File: src/rtl/mc_ctrl_pkg.sv
// Shared encodings for the multi-cycle MIPS controller: opcodes, functs,
// ALU operation codes, FSM states and an instruction classifier.
package mc_ctrl_pkg;

  localparam int STATE_W = 3;

  typedef enum logic [STATE_W-1:0] {
    S_FETCH  = 3'd0,
    S_DECODE = 3'd1,
    S_EXE    = 3'd2,
    S_MEM    = 3'd3,
    S_WB     = 3'd4
  } state_t;

  localparam logic [5:0] OP_RTYPE = 6'b000000;
  localparam logic [5:0] OP_J     = 6'b000010;
  localparam logic [5:0] OP_JAL   = 6'b000011;
  localparam logic [5:0] OP_BEQ   = 6'b000100;
  localparam logic [5:0] OP_BNE   = 6'b000101;
  localparam logic [5:0] OP_ADDI  = 6'b001000;
  localparam logic [5:0] OP_SLTI  = 6'b001010;
  localparam logic [5:0] OP_ANDI  = 6'b001100;
  localparam logic [5:0] OP_ORI   = 6'b001101;
  localparam logic [5:0] OP_LUI   = 6'b001111;
  localparam logic [5:0] OP_LW    = 6'b100011;
  localparam logic [5:0] OP_SW    = 6'b101011;

  localparam logic [5:0] F_SLL  = 6'b000000;
  localparam logic [5:0] F_SRL  = 6'b000010;
  localparam logic [5:0] F_SLLV = 6'b000100;
  localparam logic [5:0] F_SRLV = 6'b000110;
  localparam logic [5:0] F_JR   = 6'b001000;
  localparam logic [5:0] F_ADD  = 6'b100000;
  localparam logic [5:0] F_SUB  = 6'b100010;
  localparam logic [5:0] F_AND  = 6'b100100;
  localparam logic [5:0] F_OR   = 6'b100101;
  localparam logic [5:0] F_NOR  = 6'b100111;
  localparam logic [5:0] F_SLT  = 6'b101010;
  localparam logic [5:0] F_SLTU = 6'b101011;

  localparam logic [3:0] ALU_NOP  = 4'd0;
  localparam logic [3:0] ALU_ADD  = 4'd1;
  localparam logic [3:0] ALU_SUB  = 4'd2;
  localparam logic [3:0] ALU_AND  = 4'd3;
  localparam logic [3:0] ALU_OR   = 4'd4;
  localparam logic [3:0] ALU_NOR  = 4'd5;
  localparam logic [3:0] ALU_SLT  = 4'd6;
  localparam logic [3:0] ALU_SLTU = 4'd7;
  localparam logic [3:0] ALU_SLL  = 4'd8;
  localparam logic [3:0] ALU_SRL  = 4'd9;
  localparam logic [3:0] ALU_SLLV = 4'd10;
  localparam logic [3:0] ALU_SRLV = 4'd11;
  localparam logic [3:0] ALU_LUI  = 4'd12;

  typedef enum logic [3:0] {
    IC_ILLEGAL, IC_RTYPE, IC_IARITH, IC_LUI, IC_LW, IC_SW,
    IC_BEQ, IC_BNE, IC_J, IC_JAL, IC_JR
  } iclass_t;

  function automatic iclass_t classify(input logic [5:0] op, input logic [5:0] funct);
    iclass_t c;
    c = IC_ILLEGAL;
    case (op)
      OP_RTYPE: begin
        case (funct)
          F_ADD, F_SUB, F_AND, F_OR, F_NOR, F_SLT, F_SLTU,
          F_SLL, F_SRL, F_SLLV, F_SRLV: c = IC_RTYPE;
          F_JR:                         c = IC_JR;
          default:                      c = IC_ILLEGAL;
        endcase
      end
      OP_J:                               c = IC_J;
      OP_JAL:                             c = IC_JAL;
      OP_BEQ:                             c = IC_BEQ;
      OP_BNE:                             c = IC_BNE;
      OP_ADDI, OP_SLTI, OP_ANDI, OP_ORI:  c = IC_IARITH;
      OP_LUI:                             c = IC_LUI;
      OP_LW:                              c = IC_LW;
      OP_SW:                              c = IC_SW;
      default:                            c = IC_ILLEGAL;
    endcase
    return c;
  endfunction

endpackage

File: src/rtl/mc_alu_dec.sv
// Combinational Op/Funct decode to the EXE-stage ALU operation and the
// shamt operand select for immediate shifts.
module mc_alu_dec
  import mc_ctrl_pkg::*;
(
  input  logic [5:0] op,
  input  logic [5:0] funct,
  output logic [3:0] alu_op,
  output logic       shift_sel
);

  always_comb begin
    alu_op    = ALU_NOP;
    shift_sel = 1'b0;
    case (op)
      OP_RTYPE: begin
        case (funct)
          F_ADD:  alu_op = ALU_ADD;
          F_SUB:  alu_op = ALU_SUB;
          F_AND:  alu_op = ALU_AND;
          F_OR:   alu_op = ALU_OR;
          F_NOR:  alu_op = ALU_NOR;
          F_SLT:  alu_op = ALU_SLT;
          F_SLTU: alu_op = ALU_SLTU;
          F_SLLV: alu_op = ALU_SLLV;
          F_SRLV: alu_op = ALU_SRLV;
          F_SLL: begin
            alu_op    = ALU_SLL;
            shift_sel = 1'b1;
          end
          F_SRL: begin
            alu_op    = ALU_SRL;
            shift_sel = 1'b1;
          end
          default: alu_op = ALU_NOP;
        endcase
      end
      OP_ADDI, OP_LW, OP_SW: alu_op = ALU_ADD;
      OP_SLTI:               alu_op = ALU_SLT;
      OP_ANDI:               alu_op = ALU_AND;
      OP_ORI:                alu_op = ALU_OR;
      OP_LUI:                alu_op = ALU_LUI;
      OP_BEQ, OP_BNE:        alu_op = ALU_SUB;
      default:               alu_op = ALU_NOP;
    endcase
  end

endmodule

File: src/rtl/mc_ctrl.sv
// Multi-cycle MIPS main controller: FETCH/DECODE/EXE/MEM/WB sequencing with
// Moore outputs decoded from the current state and the latched Op/Funct.
module mc_ctrl
  import mc_ctrl_pkg::*;
#(
  parameter int ST_W = 3
) (
  input  logic            clk,
  input  logic            rstn,
  input  logic [5:0]      Op,
  input  logic [5:0]      Funct,
  input  logic            Zero,
  output logic            PCWrite,
  output logic            IRWrite,
  output logic            IorD,
  output logic            MemWrite,
  output logic            RegWrite,
  output logic [1:0]      RegDst,
  output logic [1:0]      WDSel,
  output logic            EXTOp,
  output logic [1:0]      ALUSrcA,
  output logic [1:0]      ALUSrcB,
  output logic [3:0]      ALUOp,
  output logic [1:0]      PCSource,
  output logic            instr_done,
  output logic            illegal,
  output logic [ST_W-1:0] state
);

  state_t     state_q;
  iclass_t    iclass;
  logic [3:0] dec_alu_op;
  logic       dec_shift;

  assign iclass = classify(Op, Funct);
  assign state  = ST_W'(state_q);

  mc_alu_dec u_alu_dec (
    .op        (Op),
    .funct     (Funct),
    .alu_op    (dec_alu_op),
    .shift_sel (dec_shift)
  );

  always_ff @(posedge clk or negedge rstn) begin
    if (!rstn) begin
      state_q <= S_FETCH;
    end else begin
      case (state_q)
        S_FETCH:  state_q <= S_DECODE;
        S_DECODE: state_q <= (iclass inside {IC_J, IC_JAL, IC_JR, IC_ILLEGAL}) ? S_FETCH : S_EXE;
        S_EXE: begin
          if (iclass inside {IC_BEQ, IC_BNE})    state_q <= S_FETCH;
          else if (iclass inside {IC_LW, IC_SW}) state_q <= S_MEM;
          else                                   state_q <= S_WB;
        end
        S_MEM:    state_q <= (iclass == IC_LW) ? S_WB : S_FETCH;
        S_WB:     state_q <= S_FETCH;
        default:  state_q <= S_FETCH;
      endcase
    end
  end

  always_comb begin
    PCWrite    = 1'b0;
    IRWrite    = 1'b0;
    IorD       = 1'b0;
    MemWrite   = 1'b0;
    RegWrite   = 1'b0;
    RegDst     = 2'd0;
    WDSel      = 2'd0;
    EXTOp      = 1'b0;
    ALUSrcA    = 2'd0;
    ALUSrcB    = 2'd0;
    ALUOp      = ALU_NOP;
    PCSource   = 2'd0;
    instr_done = 1'b0;
    illegal    = 1'b0;
    case (state_q)
      S_FETCH: begin
        IRWrite = 1'b1;
        ALUSrcB = 2'd1;
        ALUOp   = ALU_ADD;
        PCWrite = 1'b1;
      end
      S_DECODE: begin
        // Branch target PC+4+(imm<<2) is computed here and parked in ALUOut.
        ALUSrcB = 2'd3;
        EXTOp   = 1'b1;
        ALUOp   = ALU_ADD;
        case (iclass)
          IC_J: begin
            PCSource = 2'd2; PCWrite = 1'b1; instr_done = 1'b1;
          end
          IC_JAL: begin
            PCSource = 2'd2; PCWrite = 1'b1; instr_done = 1'b1;
            RegWrite = 1'b1; RegDst = 2'd2; WDSel = 2'd2;
          end
          IC_JR: begin
            PCSource = 2'd3; PCWrite = 1'b1; instr_done = 1'b1;
          end
          IC_ILLEGAL: begin
            illegal = 1'b1; instr_done = 1'b1;
          end
          default: ;
        endcase
      end
      S_EXE: begin
        ALUOp = dec_alu_op;
        case (iclass)
          IC_RTYPE:  ALUSrcA = dec_shift ? 2'd2 : 2'd1;
          IC_IARITH: begin
            ALUSrcA = 2'd1; ALUSrcB = 2'd2;
            EXTOp   = (Op == OP_ADDI) || (Op == OP_SLTI);
          end
          IC_LUI:    ALUSrcB = 2'd2;
          IC_LW, IC_SW: begin
            ALUSrcA = 2'd1; ALUSrcB = 2'd2; EXTOp = 1'b1;
          end
          IC_BEQ, IC_BNE: begin
            ALUSrcA    = 2'd1;
            PCSource   = 2'd1;
            PCWrite    = (iclass == IC_BEQ) ? Zero : ~Zero;
            instr_done = 1'b1;
          end
          default: ;
        endcase
      end
      S_MEM: begin
        IorD = 1'b1;
        if (iclass == IC_SW) begin
          MemWrite   = 1'b1;
          instr_done = 1'b1;
        end
      end
      S_WB: begin
        RegWrite   = 1'b1;
        instr_done = 1'b1;
        RegDst     = (iclass == IC_RTYPE) ? 2'd1 : 2'd0;
        WDSel      = (iclass == IC_LW) ? 2'd1 : 2'd0;
      end
      default: ;
    endcase
    // Held reset overrides everything, so no partial write escapes an abort.
    if (!rstn) begin
      PCWrite    = 1'b0;
      IRWrite    = 1'b0;
      IorD       = 1'b0;
      MemWrite   = 1'b0;
      RegWrite   = 1'b0;
      RegDst     = 2'd0;
      WDSel      = 2'd0;
      EXTOp      = 1'b0;
      ALUSrcA    = 2'd0;
      ALUSrcB    = 2'd0;
      ALUOp      = ALU_NOP;
      PCSource   = 2'd0;
      instr_done = 1'b0;
      illegal    = 1'b0;
    end
  end

endmodule

File: config.mk
export PLATFORM = sky130hd
export DESIGN_NAME = mc_ctrl
export DESIGN_NICKNAME = d
export VERILOG_FILES = /design/src/rtl/mc_ctrl_pkg.sv /design/src/rtl/mc_alu_dec.sv /design/src/rtl/mc_ctrl.sv
export SDC_FILE = /design/constraint.sdc
export NUM_CORES = 1
export LEC_CHECK = 0
export BUFFER_PORTS_ARGS = -buffer_cell sky130_fd_sc_hd__buf_2
export CAP_MARGIN = 40
export CORE_ASPECT_RATIO = 2
export CORE_MARGIN = 2
export CORE_UTILIZATION = 35
export DETAILED_ROUTE_END_ITERATION = 8
export PLACE_DENSITY = 0.67
export SYNTH_ARGS = -nofsm -noshare
export SYNTH_HDL_FRONTEND = slang
export SYNTH_SLANG_ARGS = --single-unit
export TNS_END_PERCENT = 20
File: constraint.sdc
create_clock -name clk -period 1.98 [get_ports clk]
set_clock_uncertainty 0.1 [all_clocks]
set_input_delay 0.297 -clock clk [delete_from_list [all_inputs] [get_ports clk]]
set_output_delay 0.297 -clock clk [all_outputs]
set_load 0.05 [all_outputs]
==> metrics.cfg, run 1 <==
[critical_path]
endpoint_kind=primary output
arrival_ns=1.91
worstPathMaxFanout=6
critPathLaunchType=input port
crit_required_ns=1.58
critPathKind=input port to primary output

[finish]
drive_gt1_share_pct=61.0
diodes=0
fin_cells=246
final_util_pct=73.3
syn2layout_area_growth_pct=99.7
n_fill_cell=204
layout.nets=234
largest_reg_flops=3
fin_area_um2=1880

[timing]
hold_viol=0
rsz0062_at_grt=true
relSlewSlack_pct=75.6
setup_slack_ns=-0.324
finalCritPeriodShare_pct=116
tightest_slew_ns=0.363
setup_viol=15
max_freq_ghz=0.434
maxSlewViolCount=0
min_period_ns=2.30

[floorplan]
initial_utilization_pct=36.7
core-area_um2=2570
dieHeight_um=77.4
fp-row-count=26
die_w_um=40.7
io_pins=40
die_area_um2=3150

[outcome]
violations=setup timing
status=finished with violations

[route]
drc_errors=0
dr.first_iter.drc_count=30
vias=1415
antenna_left=0
firstDrtPassIters=4
postRouteWirelength_um=4190
viasPerCell=5.75
wl_per_cell_um=17.0

[worst_hold_path]
hold_class=flop to flop

[synth]
ys_top_cells_by_area=dfrtp_1 8.0%, nand2_1 6.4%, nor2_1 6.4%
synth_cells=135
ys_ff_latch=3
syn-num-nets=150
avgSynthCellArea_um2=6.99
synth_top_area_share_pct=7.96
synthTopCellsByCount=16 x nand2_1, 16 x nor2_1
ys_warn_count=0
ys_types=53
synthesis.area_um2=943
synthFlopType=dfrtp_1
ys_seq_area_share_pct=7.96
synth_top_cell_by_area=dfrtp_1
synth_edf_count=0
async_flop_share_pct=100

[clocking]
cts-root-buf=clkbuf_8
cts_tree=built
cts_max_level=1
cts_buffer_depth=2
path_clk_slew_ns=0.03
clkSinkCount=3
clk-insertion-delay-late_ns=0.21
cts_buffers=3

[run]
maxCapViolations=0

[global_route]
grt_max_degree=13
grt_pass1_vias=1474
grt_usage_pct=28.0
antenna_found_initial=0
grt_pass1_wl_um=6410
grt-ovfl-total=0

[placement]
gp_congestion=0.880
placed_cell_area_um2=1520
place.detailed.hpwl_um=3010
place_inst=236
numPortBuffers=39

[pwr]
cellPowerDensity_nw_per_um2=571
peakVddDrop_v=0.000828
leakage_nw=0.862

stage by stage:
step	TNS, ns	hold slack, ns	power, mW	setup WS, ns
6_report	-2.61	0.472	1.08	-0.324
5_1_grt	-3.97	0.511	1.13	-0.389
4_1_cts	-2.53	0.445	1.03	-0.364
3_5_place_dp	-5.20	0.104	0.780	-0.467
3_3_place_gp	-4.12	0.0986	0.766	-0.401
2_1_floorplan	-3.57	-0.0986	0.576	-0.382
cell usage in the layout, fill, tap and decap left out, types with 3 or more instances in the layout:
cell type  count
inv_1          4
nand3_1        3
buf_6         21
clkbuf_8       3
nor2_2         4
buf_2         14
buf_4         51
nand2b_1       5
nor2_4         3
a21oi_1        5
nand2_1       16
nor4b_4        3
nor2_1        11
o21ai_0        4
final cells by class:
| cell class | count | area [um^2] | area share [%] |
|---|---|---|---|
| Tap cell | 28 | 35.0 | 1.86 |
| Timing Repair Buffer | 91 | 769 | 40.8 |
| Inverter | 4 | 15.0 | 0.797 |
| Multi-Input combinational cell | 116 | 942 | 50.0 |
| Sequential cell | 3 | 77.6 | 4.12 |
| Clock buffer | 4 | 45.0 | 2.39 |
critical path: stages:
cell       delay [ns]
buf_8            0.08
and2b_2          0.23
nor4b_4          0.26
a311oi_1         0.07
o31a_2           0.36
o31ai_4          0.26
o2bb2ai_2        0.15
buf_6            0.18
report_power, final:
group | total [mW] | internal (mW) | switching [mW] | leakage [nW]
Combinational | 0.757 | 0.283 | 0.474 | 0.802
Clock | 0.175 | 0.137 | 0.0380 | 0.0228
Sequential | 0.143 | 0.0805 | 0.0625 | 0.0367
Total | 1.08 | 0.501 | 0.574 | 0.862
routing by layer:
layer / wire, um / up-vias / GRT usage (%)
met4: 214 / 0 / 13.7
met2: 2490 / 52 / 50.5
met5: 0 / - / 0
met3: 144 / 20 / 4.00
met1: 1340 / 666 / 27.5
li1: - / 677 / -
kinds of logic after synthesis:
family          count (synthesis)  synth area share, %
flops                           3                 7.96
simple gates                   73                 45.6
compound gates                 41                 35.0
buf+inv                        16                 9.55
xor+xnor                        2                 1.86
worst paths after layout:
kind	start	cells after the start	slack [ns]	end
min in group asynchronous	rstn	3	0.49	state[1]$_DFF_PN0_
min	state[2]$_DFF_PN0_	1	0.47	state[0]$_DFF_PN0_
max	Op[2]	8	-0.32	instr_done
min reg2reg	state[2]$_DFF_PN0_	1	0.47	state[0]$_DFF_PN0_
max reg2reg	state[0]$_DFF_PN0_	4	0.69	state[2]$_DFF_PN0_
max in group asynchronous	rstn	3	1.13	state[0]$_DFF_PN0_
repair_timing:
item | 4_1_cts | 5_1_grt
hold endpoints to repair | 3 | 0
buffers inserted | 4 | 1
pin swaps | 11 | 13
resized for setup | 48 | 25
hold buffers | 1 | 0
endpoints found under the setup margin | 21 | 21
Note: power is estimated with default switching activity, not from simulation.
==> run 2, diff against run 1 <==
--- a/config.mk
+++ b/config.mk
@@ -15,4 +15,4 @@
 export SYNTH_ARGS = -nofsm -noshare
 export SYNTH_HDL_FRONTEND = slang
 export SYNTH_SLANG_ARGS = --single-unit
-export TNS_END_PERCENT = 20
+export TNS_END_PERCENT = 5
==> run 2 against run 1 <==
Net effect:
- sequential power fell by 15%
- combinational power rose by 2%
- the run still ends with setup timing left
- critical path depth did not move
- wire length fell by 4.4%
- first-iteration DRC count fell by 20%
==> metrics.cfg, run 2 (synthesized netlist as in run 1, its figures left out) <==
[pwr]
pwr-share-seq_pct=11.4
switchingPower_uw=566
peakVddDrop_v=0.000967
cellPowerDensity_nw_per_um2=587
swShare_pct=52.5
clockPowerShare_pct=17.2
comb_power_share_pct=71.5
leakage_nw=0.830
p_int_uw=511

[timing]
setup_slack_ns=-0.255
max_freq_ghz=0.447
setup_viol=14
min_period_ns=2.24
hold_viol=0
fin_setup_tns_ns=-1.79
tightest_slew_ns=0.376
maxSlewViolCount=0
rsz0062_at_grt=true
relSlewSlack_pct=74.6
finalCritPeriodShare_pct=113

[finish]
multi_input_area_um2=917
seq_area_um2=76.3
diodes=0
final_common_cell=buf_4
layout.nets=234
drive_gt1_share_pct=58.7
final_cell_mix=52 x buf_4, 20 x buf_6, 15 x nand2_1
fin_cells=246
syn2layout_area_growth_pct=94.7
largest_reg_flops=3
n_fill_cell=201

[critical_path]
worstPathMaxFanout=10
worstSetupStartpoint=Op[1]
crit_required_ns=1.58
arrival_ns=1.84
reg2reg_from=state[0]$_DFF_PN0_
reg2regPathDepth=4
endpoint_kind=primary output
critPathKind=input port to primary output
critPathLaunchType=input port

[floorplan]
die_area_um2=3150
dieHeight_um=77.4
die_w_um=40.7
initial_utilization_pct=36.7
core-area_um2=2570
fp-row-count=26
io_pins=40

[clocking]
cts_buffers=3
cts-root-buf=clkbuf_8
clkSinkCount=3
cts_tree=built
cts_max_level=1
path_clk_slew_ns=0.03
cts_buffer_depth=2
clk-insertion-delay-late_ns=0.22

[outcome]
violations=setup timing
status=finished with violations

[route]
firstDrtPassIters=4
antenna_left=0
postRouteWirelength_um=4010
drc_errors=0
wl_per_cell_um=16.3
viasPerCell=5.66
vias=1393
dr.first_iter.drc_count=24

[global_route]
grt_usage_pct=28.6
grt_pass1_wl_um=6430
antenna_found_initial=0
grt_pass1_vias=1479
grt_max_degree=11
grt-ovfl-total=0

[worst_hold_path]
holdPathStages=1
hp-start=state[2]$_DFF_PN0_
hold_class=flop to flop

[placement]
gp_congestion=0.901
place.detailed.hpwl_um=3050
place_inst=239
numPortBuffers=39

[run]
maxCapViolations=0

[run 2: per-layer routing]
layer	share of wire [%]	global-route usage, %	wire length [um]
met1	33	27.6	1310
met2	59	49.7	2350
met3	3.7	4.29	147
met4	4.9	19.0	197
met5	0	0	0
[run 2: through the flow]
step / setup WS [ns] / hold WS [ns] / power (mW) / cell area [um^2] / utilization [%]
2_1_floorplan: -0.407 / -0.0986 / 0.564 / 986 / -
3_3_place_gp: -0.359 / 0.102 / 0.780 / 1510 / 58.7
3_5_place_dp: -0.423 / 0.105 / 0.791 / 1510 / 58.7
4_1_cts: -0.362 / 0.422 / 1.04 / 1700 / 66.0
5_1_grt: -0.327 / 0.434 / 1.13 / 1840 / 71.5
6_report: -0.255 / 0.414 / 1.08 / 1840 / 71.5
[run 2: final timing paths]
path / end / slack, ns
min in group asynchronous: state[2]$_DFF_PN0_ / 0.46
setup / recovery: PCWrite / -0.26
hold reg to reg: state[0]$_DFF_PN0_ / 0.41
hold / removal: state[0]$_DFF_PN0_ / 0.41
max in group asynchronous: state[0]$_DFF_PN0_ / 1.15
setup reg to reg: state[1]$_DFF_PN0_ / 0.78
[run 2: power groups by stage]
stage                     combinational, mW  sequential [mW]  clock [mW]
after global placement                0.667            0.113           0
after CTS                             0.736            0.116       0.189
after global routing                  0.811            0.126       0.194
after floorplan                       0.414            0.150           0
final                                 0.770            0.122       0.185
after detailed placement              0.678            0.113           0
[run 2: timing repair]
action	CTS	global route
hold buffers	1	0
resized for setup	39	37
setup buffers	0	2
setup endpoints to repair	19	22
pin swaps	12	12
hold endpoints to repair	3	0
[run 2: critical path: stages]
cell	delay, ns
buf_2	0.26
and4b_2	0.32
o21bai_4	0.09
nor2_4	0.13
nand3_1	0.08
a221o_1	0.35
a21oi_2	0.14
buf_6	0.17
[run 2: layout make-up]
| class | count | share of cell area, % |
|---|---|---|
| Multi-Input combinational cell | 116 | 49.9 |
| Timing Repair Buffer | 91 | 40.7 |
| Sequential cell | 3 | 4.16 |
| Clock buffer | 4 | 2.45 |
| Tap cell | 28 | 1.91 |
| Inverter | 4 | 0.817 |
